==> src/rtl/car_sequencer_pkg.sv <==
// Shared constants and state encoding for the microcode address sequencer.
package car_sequencer_pkg;

    localparam int CAR_BITS  = 6;
    localparam int WAIT_MAX  = 15;
    localparam int WAIT_BITS = $clog2(WAIT_MAX + 1);

    // Well-known microsequence entry points.
    localparam logic [CAR_BITS-1:0] CAR_0    = 6'd0;
    localparam logic [CAR_BITS-1:0] CAR_INT0 = 6'd56;
    localparam logic [CAR_BITS-1:0] CAR_INT4 = 6'd60;
    localparam logic [CAR_BITS-1:0] CAR_ONE  = 6'd1;
    localparam logic [CAR_BITS-1:0] CAR_MAX  = 6'd63;

    // Wait counter constants. The stall that reaches WAIT_MAX consecutive
    // mem_wait cycles times out, so the last tolerated count is WAIT_MAX-1.
    localparam logic [WAIT_BITS-1:0] WAIT_ZERO = 4'd0;
    localparam logic [WAIT_BITS-1:0] WAIT_ONE  = 4'd1;
    localparam logic [WAIT_BITS-1:0] WAIT_LAST = WAIT_BITS'(WAIT_MAX - 1);

    typedef enum logic [1:0] {
        ST_RUN   = 2'd0,
        ST_STALL = 2'd1,
        ST_SLEEP = 2'd2
    } seq_state_e;

    // True when incrementing the CAR would wrap to zero.
    function automatic logic car_is_max(input logic [CAR_BITS-1:0] car);
        return (car == CAR_MAX);
    endfunction

endpackage

==> src/rtl/car_next_sel.sv <==
// Combinational priority mux choosing the next microcode address while the
// sequencer is running (or is releasing a stall and re-executing a micro-op).
module car_next_sel
    import car_sequencer_pkg::*;
(
    input  logic                rst,
    input  logic                br,
    input  logic                intreq,
    input  logic                if_strobe,
    input  logic                cpuoff,
    input  logic                in_int,
    input  logic [CAR_BITS-1:0] car,
    input  logic [CAR_BITS-1:0] car_new,
    output logic [CAR_BITS-1:0] car_next,
    output logic                take_int,
    output logic                take_sleep,
    output logic                clr_int,
    output logic                wrap
);

    // Priority: reset, branch-back, interrupt entry, sleep entry, fetch, increment.
    always_comb begin
        car_next   = car + CAR_ONE;
        take_int   = 1'b0;
        take_sleep = 1'b0;
        clr_int    = 1'b0;
        wrap       = 1'b0;
        if (rst) begin
            car_next = CAR_INT4;
        end else if (br) begin
            // Br also consumes any IF raised in the same micro-op.
            car_next = CAR_0;
            clr_int  = 1'b1;
        end else if (if_strobe && intreq && !in_int) begin
            car_next = CAR_INT0;
            take_int = 1'b1;
        end else if (if_strobe && cpuoff) begin
            car_next   = CAR_0;
            take_sleep = 1'b1;
        end else if (if_strobe) begin
            car_next = car_new;
        end else begin
            car_next = car + CAR_ONE;
            wrap     = car_is_max(car);
        end
    end

endmodule

==> src/rtl/car_sequencer.sv <==
// Stateful Control Address Register sequencer: run / memory stall / sleep,
// interrupt-acknowledge handshake and sticky fault flags.
module car_sequencer
    import car_sequencer_pkg::*;
(
    input  logic                clk,
    input  logic                rst,
    input  logic                INTREQ,
    input  logic                IF,
    input  logic                Br,
    input  logic                cpuoff,
    input  logic                mem_wait,
    input  logic [CAR_BITS-1:0] CARnew,
    output logic [CAR_BITS-1:0] CAR,
    output logic                int_ack,
    output logic                sleeping,
    output logic                useq_err,
    output logic                bus_err
);

    seq_state_e            state_q, state_d;
    logic [CAR_BITS-1:0]   car_q, car_d;
    logic [WAIT_BITS-1:0]  wait_cnt_q, wait_cnt_d;
    logic                  in_int_q, in_int_d;
    logic                  int_ack_q, int_ack_d;
    logic                  sleeping_q, sleeping_d;
    logic                  useq_err_q, useq_err_d;
    logic                  bus_err_q, bus_err_d;

    logic [CAR_BITS-1:0]   sel_car_s;
    logic                  sel_take_int_s;
    logic                  sel_take_sleep_s;
    logic                  sel_clr_int_s;
    logic                  sel_wrap_s;

    car_next_sel u_next_sel (
        .rst        (rst),
        .br         (Br),
        .intreq     (INTREQ),
        .if_strobe  (IF),
        .cpuoff     (cpuoff),
        .in_int     (in_int_q),
        .car        (car_q),
        .car_new    (CARnew),
        .car_next   (sel_car_s),
        .take_int   (sel_take_int_s),
        .take_sleep (sel_take_sleep_s),
        .clr_int    (sel_clr_int_s),
        .wrap       (sel_wrap_s)
    );

    // Next-state, next-CAR and flag computation for the three sequencer states.
    always_comb begin
        state_d    = state_q;
        car_d      = car_q;
        wait_cnt_d = wait_cnt_q;
        in_int_d   = in_int_q;
        int_ack_d  = 1'b0;
        sleeping_d = sleeping_q;
        useq_err_d = useq_err_q;
        bus_err_d  = bus_err_q;
        case (state_q)
            ST_RUN, ST_STALL: begin
                if (mem_wait) begin
                    // Memory not ready: hold the CAR so the micro-op repeats.
                    if (state_q == ST_RUN) begin
                        state_d    = ST_STALL;
                        wait_cnt_d = WAIT_ONE;
                    end else if (wait_cnt_q >= WAIT_LAST) begin
                        // Bus timeout: abandon the micro-op and refetch.
                        bus_err_d  = 1'b1;
                        car_d      = CAR_0;
                        state_d    = ST_RUN;
                        wait_cnt_d = WAIT_ZERO;
                    end else begin
                        wait_cnt_d = wait_cnt_q + WAIT_ONE;
                    end
                end else begin
                    // Memory ready: the current (possibly held) micro-op
                    // completes now, so its IF/Br drive the next address.
                    state_d    = ST_RUN;
                    wait_cnt_d = WAIT_ZERO;
                    car_d      = sel_car_s;
                    if (sel_clr_int_s) begin
                        in_int_d = 1'b0;
                    end else if (sel_take_int_s) begin
                        in_int_d  = 1'b1;
                        int_ack_d = 1'b1;
                    end else if (sel_take_sleep_s) begin
                        state_d    = ST_SLEEP;
                        sleeping_d = 1'b1;
                    end else begin
                        in_int_d = in_int_q;
                    end
                    if (sel_wrap_s) begin
                        useq_err_d = 1'b1;
                    end else begin
                        useq_err_d = useq_err_q;
                    end
                end
            end
            ST_SLEEP: begin
                // Fetch address parked; only interrupts or a debug wake leave.
                // An interrupt already in service cannot be acknowledged twice.
                car_d = CAR_0;
                if (INTREQ && !in_int_q) begin
                    car_d      = CAR_INT0;
                    int_ack_d  = 1'b1;
                    in_int_d   = 1'b1;
                    sleeping_d = 1'b0;
                    state_d    = ST_RUN;
                end else if (!cpuoff) begin
                    sleeping_d = 1'b0;
                    state_d    = ST_RUN;
                end else begin
                    sleeping_d = 1'b1;
                end
            end
            default: begin
                state_d    = ST_RUN;
                car_d      = CAR_0;
                wait_cnt_d = WAIT_ZERO;
                sleeping_d = 1'b0;
            end
        endcase
    end

    // State and output registers with synchronous reset to the reset-vector uSeq.
    always_ff @(posedge clk) begin
        if (rst) begin
            state_q    <= ST_RUN;
            car_q      <= CAR_INT4;
            wait_cnt_q <= WAIT_ZERO;
            in_int_q   <= 1'b0;
            int_ack_q  <= 1'b0;
            sleeping_q <= 1'b0;
            useq_err_q <= 1'b0;
            bus_err_q  <= 1'b0;
        end else begin
            state_q    <= state_d;
            car_q      <= car_d;
            wait_cnt_q <= wait_cnt_d;
            in_int_q   <= in_int_d;
            int_ack_q  <= int_ack_d;
            sleeping_q <= sleeping_d;
            useq_err_q <= useq_err_d;
            bus_err_q  <= bus_err_d;
        end
    end

    assign CAR      = car_q;
    assign int_ack  = int_ack_q;
    assign sleeping = sleeping_q;
    assign useq_err = useq_err_q;
    assign bus_err  = bus_err_q;

endmodule

==> config.mk <==
export PLATFORM = sky130hd
export DESIGN_NAME = car_sequencer
export DESIGN_NICKNAME = d
export VERILOG_FILES = /design/src/rtl/car_sequencer_pkg.sv /design/src/rtl/car_next_sel.sv /design/src/rtl/car_sequencer.sv
export SDC_FILE = /design/constraint.sdc
export NUM_CORES = 1
export LEC_CHECK = 0
export CORE_ASPECT_RATIO = 0.9
export CORE_MARGIN = 2
export CORE_UTILIZATION = 35
export CTS_BUF_LIST = sky130_fd_sc_hd__clkbuf_4
export DETAILED_ROUTE_END_ITERATION = 12
export GPL_TIMING_DRIVEN = 0
export HOLD_SLACK_MARGIN = 0.06
export PLACE_DENSITY_LB_ADDON = 0.12
export SETUP_SLACK_MARGIN = 0.02
export SYNTH_ARGS = -nofsm -noshare
export SYNTH_HDL_FRONTEND = slang
export SYNTH_SLANG_ARGS = --single-unit
==> constraint.sdc <==
create_clock -name clk -period 2.8 [get_ports clk]
set_input_delay 0.28 -clock clk [delete_from_list [all_inputs] [get_ports clk]]
set_output_delay 0.28 -clock clk [all_outputs]
set_load 0.02 [all_outputs]
==> impl_metrics.py, run 1 <==
metrics = {
    "finish": {
        "drive_above_1_share_pct": 5.34,
        "post-route-util_pct": 47.9,
        "nNetsFinal": 148,
        "n_antenna_cell": 0,
        "syn2layout_area_growth_pct": 32.5,
        "n_fill_cell": 265,
    },
    "route": {
        "wl_per_cell_um": 13.1,
        "avgViaCountPerCell": 5.28,
        "wirelength_mm": 2.09,
        "vias": 839,
        "drtIter0Drc": 6,
        "drt_pass1_iterations": 4,
        "drc": 0,
        "ant_nets": 0,
    },
    "grt": {
        "grt_max_degree": 11,
        "antenna_found_initial": 0,
        "grt_pass1_wl_mm": 3.59,
        "grt_pass1_vias": 797,
        "grt.overflow.total": 0,
        "grtUsageTotal_pct": 16.2,
    },
    "sta": {
        "finalCritPeriodShare_pct": 60.6,
        "max_freq_mhz": 589,
        "finClkSkew_ps": 2.91,
        "slew_headroom_pct": 69.0,
        "setup_violations": 0,
        "hold_viol_final": 0,
        "finalCriticalPeriod_ps": 1700,
        "rsz0062_at_grt": "no",
        "worst_pin_slew_ps": 464,
        "tns_ps": 0,
        "slew_viol_final": 0,
    },
    "power": {
        "p_leak_uw": 0.000471,
        "seqPwrFrac_pct": 52.4,
        "pwr-share-clk_pct": 29.9,
        "p_switching_uw": 136,
        "netSwitchingFraction_pct": 27.3,
        "powerDensity_mw_per_mm2": 429,
        "power_frac_comb_pct": 17.8,
        "ir_drop_mv": 0.239,
        "p_int_uw": 362,
    },
    "setup_path": {
        "cp.required_ps": 3000,
        "reg2reg_depth": 6,
        "critPathKind": "reg2reg",
        "cp_cell_sequence": "inv_1 -> ha_1 -> o211a_4 -> a21oi_2 -> o21bai_1 -> a21o_1",
        "critPathSlowestCell": "dfxtp_1",
        "cp-start-kind": "flop",
        "endpoint_kind": "flop",
        "worstPathArrival_ps": 1900,
        "path_max_fanout": 8,
        "critPathMaxStageDelay_ps": 420,
    },
    "logic_synthesis": {
        "synth_edf_count": 0,
        "synth_cell_types": 33,
        "ys.flop_type": "dfxtp_1",
        "syn_avg_cell_area_um2": 8.35,
        "netlist_area_um2": 877,
        "synth_nets": 121,
        "ys_warn_count": 0,
        "yosysSeqAreaShare_pct": 38.8,
        "synth-seq-cells": 17,
        "synthesis.instances": 105,
        "async_flop_share_pct": 0,
    },
    "floorplan": {
        "core-area_mm2": 0.00242,
        "ios": 23,
        "die_y_um": 51.5,
        "die_x_um": 56.8,
        "core.rowCount": 17,
        "initial_utilization_pct": 36.2,
        "dieArea_mm2": 0.00292,
    },
    "placement": {
        "place_congestion": 0.786,
        "io_buffers": 22,
        "post-dp-hpwl_mm": 1.58,
    },
    "clocking": {
        "cts_root_buffer": "clkbuf_4",
        "clk_path_buf_depth": 2,
        "insertion_delay_ps": 300,
        "numCtsBuffers": 3,
        "post_cts_buffers": 0,
        "htree_levels": 1,
        "cts_sinks": 17,
        "path_clk_slew_ps": 100,
        "cts_hold_buffers": 0,
        "tritoncts": "done",
        "cts.repair.resized": 0,
    },
    "min_path": {
        "hold_depth": 2,
        "hp-class": "reg2reg",
    },
    "outcome": {
        "status": "finished, final reports clean",
    },
    "job": {
        "max_cap_violations": 0,
    },
}
[cell usage after synthesis, types with 3 or more instances]
cell       instances  area share [%]
a2bb2oi_1          3             3.0
inv_1              3             1.3
a21o_1             3             2.6
nand3_1            4             2.3
nand2_1            5             2.1
dfxtp_1           17              39
nor2b_1            5             3.6
nor3_1             3             1.7
o21ai_0            3             1.7
nand2b_1           5             3.6
nor2_1            16             6.8
a21oi_1           10             5.7
ha_1               3             4.3
[layout by cell type, fill, tap and decap left out, types with 2 or more instances in the layout]
| cell type | Yosys | layout |
|---|---|---|
| nor2_1 | 16 | 16 |
| a311oi_1 | 2 | 2 |
| a31oi_1 | 2 | 2 |
| nand2b_1 | 5 | 5 |
| a2bb2oi_1 | 3 | 3 |
| clkbuf_1 | 2 | 2 |
| clkdlybuf4s50_1 | 0 | 22 |
| nand2_1 | 5 | 5 |
| ha_1 | 3 | 3 |
| a21o_1 | 3 | 3 |
| and3_1 | 2 | 2 |
| nor2b_1 | 5 | 5 |
| o21ai_0 | 3 | 3 |
| dfxtp_1 | 17 | 17 |
| nand3_1 | 4 | 4 |
| a21oi_1 | 10 | 10 |
| o21bai_1 | 2 | 2 |
| clkbuf_4 | 0 | 4 |
| nor3_1 | 3 | 3 |
| inv_1 | 3 | 3 |
[power groups by stage]
stage / Clock [µW] / Combinational, µW / Sequential (µW)
2_1_floorplan: 0 / 39.4 / 272
3_3_place_gp: 0 / 88.9 / 266
3_5_place_dp: 0 / 89.1 / 267
4_1_cts: 155 / 89.4 / 261
5_1_grt: 164 / 97.9 / 263
6_report: 149 / 88.5 / 261
[worst max-delay path, delay by kind of cell, from the launching register on]
family | cells | cell delay, ps
AO/OA/AOI/OAI | 4 | 910
flip-flops | 1 | 420
adder cells (fa/ha/maj) | 1 | 200
buffers and inverters | 1 | 70
[sequential cells by signal, summed over array words and instances, names as in the netlist]
signal and count:
wait_cnt_q 4, CAR 6, int_ack 1, sleeping 1
useq_err 1, state_q 2, in_int_q 1, bus_err 1
[metrics by stage]
stage          power, µW  setup WS [ps]  hold WS [ps]  cell area (µm²)  cells
2_1_floorplan        312           1300           352              877    105
3_3_place_gp         355           1030           455             1130    155
3_5_place_dp         356            997           468             1130    155
4_1_cts              506           1100           496             1160    159
5_1_grt              525            985           524             1160    159
6_report             498           1100           488             1160    159
[cell families after synthesis]
logic type / after synthesis / synth area share (%)
xor+xnor: 2 / 2.00
fa+ha+maj: 3 / 4.28
buf+inv: 5 / 2.14
compound gates: 33 / 27.0
flops: 17 / 38.8
simple gates: 45 / 25.8
[path summary, 6_finish.rpt]
path / startpoint / endpoint / slack, ps
min: bus_err$_SDFFE_PP0P_ / bus_err$_SDFFE_PP0P_ / 490
max reg2reg: wait_cnt_q[0]$_SDFFE_PP0N_ / CAR[2]$_SDFFE_PP1P_ / 1100
max: wait_cnt_q[0]$_SDFFE_PP0N_ / CAR[2]$_SDFFE_PP1P_ / 1100
min reg2reg: bus_err$_SDFFE_PP0P_ / bus_err$_SDFFE_PP0P_ / 490
[routing by layer]
metal | GRT usage (%) | vias up | wire length [µm]
met5 | 0 | - | 0
met4 | 9.30 | 0 | 51
met3 | 3.48 | 5 | 98
met2 | 24.6 | 19 | 877
met1 | 21.3 | 377 | 1060
li1 | - | 438 | -
[area by class of cell]
type | instances | area (µm²) | area share [%]
flip-flops and latches | 17 | 340 | 29.3
well taps | 28 | 35.0 | 3.01
multi-input cells | 83 | 518 | 44.6
plain buffers | 2 | 7.51 | 0.646
repair buffers | 22 | 220 | 18.9
inverters | 3 | 11.3 | 0.969
clock buffers | 4 | 30.0 | 2.58
Power figures use the tool's default switching activity.
==> run 2, diff against run 1 <==
==> constraint.sdc (replaced) <==
create_clock -name clk -period 1.45 [get_ports clk]
set_input_delay 0.145 -clock clk [delete_from_list [all_inputs] [get_ports clk]]
set_output_delay 0.145 -clock clk [all_outputs]
set_load 0.02 [all_outputs]
==> run 2 against run 1 <==
Against the previous run: the flow now finishes with violations (negative setup slack); first-iteration DRC count up 67%; clock skew up 0.84 ps; final cell count up 1.9%; non-clock buffer count up 3; clock power up 85%; worst setup slack worse by 1100 ps; routed wire length up 3.3%; sequential cell count unchanged; largest cell class unchanged.
==> impl_metrics.py, run 2 (synthesized netlist as in run 1, its figures left out) <==
metrics = {
    "outcome": {
        "status": "finished with violations",
        "violations": "negative setup slack",
    },
    "sta": {
        "slew_viol_final": 0,
        "finalCriticalPeriod_ps": 1460,
        "setup_violations": 1,
        "finalCritPeriodShare_pct": 100,
        "max_freq_mhz": 687,
        "hold_slack_ps": 482,
        "layout_setup_ws_ps": -5.04,
        "finClkSkew_ps": 3.75,
        "slew_headroom_pct": 66.6,
        "worst_pin_slew_ps": 502,
        "hold_viol_final": 0,
        "tns_ps": -5.04,
        "rsz0062_at_grt": "yes",
    },
    "finish": {
        "layout_common_cells": "dfxtp_1 (15), nor2_1 (15), clkdlybuf4s50_1 (15), a21oi_1 (10), dlygate4sd2_1 (6)",
        "nNetsFinal": 151,
        "n_fill_cell": 253,
        "syn2layout_area_growth_pct": 38.1,
        "drive_above_1_share_pct": 11.9,
        "largest_reg_flops": 6,
        "n_antenna_cell": 0,
        "layoutNonFillerInstCount": 162,
        "design_area_mm2": 0.00121,
    },
    "route": {
        "drt_pass1_iterations": 4,
        "drtIter0Drc": 10,
        "wirelength_mm": 2.16,
        "vias": 857,
        "avgViaCountPerCell": 5.29,
        "drc": 0,
        "wl_per_cell_um": 13.3,
        "ant_nets": 0,
    },
    "placement": {
        "place_congestion": 0.788,
        "post-dp-hpwl_mm": 1.58,
        "pre_cts_slack_ps": -190,
        "io_buffers": 22,
        "place_area_mm2": 0.00114,
        "place_inst": 155,
    },
    "grt": {
        "grtUsageTotal_pct": 16.1,
        "antenna_found_initial": 0,
        "grt.overflow.total": 0,
        "grt_pass1_wl_mm": 3.61,
        "grt_max_degree": 11,
        "grt_pass1_vias": 781,
    },
    "clocking": {
        "htree_levels": 1,
        "path_clk_slew_ps": 100,
        "clk_path_buf_depth": 2,
        "insertion_delay_ps": 290,
        "cts_sinks": 17,
        "numCtsBuffers": 3,
        "tritoncts": "done",
        "cts_hold_buffers": 0,
        "cts_root_buffer": "clkbuf_4",
    },
    "setup_path": {
        "endpoint_kind": "flop",
        "cp.required_ps": 1660,
        "path_max_fanout": 4,
        "critPathKind": "reg2reg",
        "startpoint": "wait_cnt_q[0]$_SDFFE_PP0N_",
        "rr_startpoint": "wait_cnt_q[0]$_SDFFE_PP0N_",
        "cp-start-kind": "flop",
        "worstPathArrival_ps": 1660,
        "timing.reg2reg.setup_slack_ps": -5,
    },
    "min_path": {
        "hold_path.startpoint": "Br",
        "hp-class": "in2reg",
    },
    "floorplan": {
        "initial_utilization_pct": 36.2,
        "core.rowCount": 17,
        "dieArea_mm2": 0.00292,
        "die_x_um": 56.8,
        "core-area_mm2": 0.00242,
        "ios": 23,
        "die_y_um": 51.5,
    },
    "job": {
        "max_cap_violations": 0,
    },
    "power": {
        "p_leak_uw": 0.000518,
        "ir_drop_mv": 0.497,
        "powerDensity_mw_per_mm2": 787,
    },
}
[run 2: worst paths after layout]
check / endpoint / cells after the start
setup / recovery: wait_cnt_q[2]$_SDFFE_PP0N_ / 5
hold / removal: in_int_q$_SDFFE_PP0P_ / 2
setup reg to reg: wait_cnt_q[2]$_SDFFE_PP0N_ / 5
hold reg to reg: bus_err$_SDFFE_PP0P_ / 2
[run 2: final cells by class]
| type | count | area, µm² | share of cell area, % |
|---|---|---|---|
| flip-flops and latches | 17 | 343 | 28.3 |
| clock buffers | 4 | 30.0 | 2.48 |
| well taps | 28 | 35.0 | 2.89 |
| plain buffers | 2 | 8.76 | 0.723 |
| inverters | 3 | 11.3 | 0.930 |
| multi-input cells | 83 | 546 | 45.0 |
| repair buffers | 25 | 238 | 19.6 |
[run 2: metal layers]
layer / track usage (%) / part of all wire, %
met4: 4.65 / 1.1
met1: 21.3 / 50
met3: 4.48 / 5.9
met5: 0 / 0
met2: 25.8 / 43
[run 2: what timing repair did]
action | in CTS | in global routing
setup buffers | 3 | 0
setup endpoints to repair | 15 | 8
resized for setup | 12 | 5
pin swaps | 4 | 7
[run 2: where the power goes]
group          internal, µW  leakage [µW]  switching [µW]
logic                  87.1      0.000360            86.4
registers               484      0.000140            20.4
clock network           126     0.0000184             149
total                   697      0.000518             256
[run 2: metrics by stage]
| step | utilization [%] | total power, µW |
|---|---|---|
| CTS | 49.8 | 967 |
| floorplan | - | 603 |
| finish | 49.9 | 953 |
| global route | 49.9 | 1010 |
| global placement | 46.9 | 686 |
| detailed placement | 46.9 | 687 |
[run 2: worst max-delay path, cell delays in order (launching register included)]
cell,delay [ps]
dfxtp_2,360
inv_2,40
ha_4,150
o211a_4,240
or3_1,340
a311oi_1,240
==> run 3, diff against run 2 <==
==> constraint.sdc (replaced) <==
create_clock -name clk -period 1.75 [get_ports clk]
set_input_delay 0.2625 -clock clk [delete_from_list [all_inputs] [get_ports clk]]
set_output_delay 0.2625 -clock clk [all_outputs]
set_load 0.02 [all_outputs]
==> run 3 against run 2 <==
Against the previous run: the run now ends clean; utilization fell by 1.7 points; worst setup slack gained 140 ps; sequential cell count stayed put; combinational power shrank 17%; register-to-register slack better by 160 ps; power down 16%; sequential power fell by 17%; sequential share of layout area grew 0.86 points; critical path type is now reg2out.
==> impl_metrics.py, run 3 (synthesized netlist as in run 1, its figures left out) <==
metrics = {
    "finish": {
        "multi_input_area_um2": 526,
        "n_fill_cell": 260,
        "layout_commonest_cell": "clkdlybuf4s50_1",
        "drive_above_1_share_pct": 6.11,
        "largest_reg_flops": 6,
        "layout_common_cells": "clkdlybuf4s50_1 (22), dfxtp_1 (16), nor2_1 (16), a21oi_1 (10)",
        "post-route-util_pct": 48.3,
        "syn2layout_area_growth_pct": 33.5,
        "nNetsFinal": 148,
        "ff_latch_area_um2": 342,
        "n_antenna_cell": 0,
    },
    "floorplan": {
        "die_y_um": 51.5,
        "core.rowCount": 17,
        "core-area_mm2": 0.00242,
        "ios": 23,
        "initial_utilization_pct": 36.2,
        "die_x_um": 56.8,
        "dieArea_mm2": 0.00292,
    },
    "sta": {
        "layout_setup_ws_ps": 135,
        "finClkSkew_ps": 0.740,
        "hold_slack_ps": 488,
        "setup_violations": 0,
        "max_freq_mhz": 619,
        "hold_viol_final": 0,
        "finalCriticalPeriod_ps": 1620,
        "finalCritPeriodShare_pct": 92.3,
        "rsz0062_at_grt": "no",
        "slew_viol_final": 0,
        "worst_pin_slew_ps": 461,
        "slew_headroom_pct": 69.3,
    },
    "clocking": {
        "htree_levels": 1,
        "cts_hold_buffers": 0,
        "insertion_delay_ps": 290,
        "tritoncts": "done",
        "numCtsBuffers": 3,
        "cts_sinks": 17,
        "path_clk_slew_ps": 100,
        "cts_root_buffer": "clkbuf_4",
        "clk_path_buf_depth": 2,
    },
    "route": {
        "ant_nets": 0,
        "drt_pass1_iterations": 4,
        "vias": 843,
        "wl_per_cell_um": 13.1,
        "drc": 0,
        "avgViaCountPerCell": 5.30,
        "wirelength_mm": 2.08,
        "drtIter0Drc": 10,
    },
    "min_path": {
        "hp-class": "reg2reg",
    },
    "setup_path": {
        "cp.required_ps": 1490,
        "cp_cell_sequence": "clkdlybuf4s50_1",
        "worstPathArrival_ps": 1350,
        "critPathMaxStageDelay_ps": 630,
        "cp-start-kind": "flop",
        "critPathSlowestCell": "clkdlybuf4s50_1",
        "critPathKind": "reg2out",
        "path_max_fanout": 5,
        "critPathBufInv": 1,
        "cpLargestDelayFamily": "buffers and inverters",
        "endpoint_kind": "output port",
    },
    "job": {
        "max_cap_violations": 0,
    },
    "grt": {
        "grt_pass1_wl_mm": 3.59,
        "grt_pass1_vias": 797,
        "grt.overflow.total": 0,
        "grtUsageTotal_pct": 16.2,
        "antenna_found_initial": 0,
        "grt_max_degree": 11,
    },
    "power": {
        "ir_drop_mv": 0.382,
        "p_leak_uw": 0.000473,
        "powerDensity_mw_per_mm2": 680,
        "power_uw": 797,
    },
    "placement": {
        "pre_cts_slack_ps": -35.8,
        "post-dp-hpwl_mm": 1.58,
        "io_buffers": 22,
        "place_congestion": 0.786,
    },
    "outcome": {
        "status": "finished, final reports clean",
    },
}
[run 3: cell count changes in the layout (fill, tap and decap cells not counted), sizes merged]
cell,delta
dlymetal6s2s,-1
clkdlybuf4s50,+7
buf,-3
dlygate4sd2,-6
[run 3: repair_timing]
action | CTS | global route
endpoints found under the setup margin | 0 | 3
resized for setup | 0 | 2
buffers inserted | 0 | 0
[run 3: layout make-up]
cell class                      instances  share of cell area [%]
Clock buffer                            4                    2.56
Sequential cell                        17                    29.2
Timing Repair Buffer                   22                    18.8
Inverter                                3                   0.962
Buffer                                  2                   0.641
Tap cell                               28                    2.99
Multi-Input combinational cell         83                    44.9
[run 3: path summary, 6_finish.rpt]
| path | end | startpoint | slack, ps | cells past startpoint |
|---|---|---|---|---|
| hold / removal | bus_err$_SDFFE_PP0P_ | bus_err$_SDFFE_PP0P_ | 490 | 2 |
| setup reg to reg | wait_cnt_q[2]$_SDFFE_PP0N_ | wait_cnt_q[0]$_SDFFE_PP0N_ | 150 | 5 |
| hold reg to reg | bus_err$_SDFFE_PP0P_ | bus_err$_SDFFE_PP0P_ | 490 | 2 |
| setup / recovery | CAR[4] | CAR[4]$_SDFFE_PP1P_ | 130 | 1 |
[run 3: per-stage QoR]
| step | instance area [µm²] | cells | TNS [ps] |
|---|---|---|---|
| 2_1_floorplan | 877 | 105 | 0 |
| 3_3_place_gp | 1130 | 155 | 0 |
| 3_5_place_dp | 1130 | 155 | -55.3 |
| 4_1_cts | 1160 | 159 | 0 |
| 5_1_grt | 1170 | 159 | 0 |
| 6_report | 1170 | 159 | 0 |
[run 3: report_power, final]
group          leakage, µW  internal, µW  switching (µW)
combinational     0.000316          75.1            67.6
sequential        0.000139           401            17.2
clock            0.0000184           104             132
[run 3: routing by layer]
layer	up-vias	track usage, %	wire length [µm]	part of all wire, %
li1	439	-	-	-
met1	378	21.3	1050	51
met2	21	24.6	872	42
met3	5	3.48	104	5.0
met4	0	9.30	51	2.5
met5	-	0	0	0
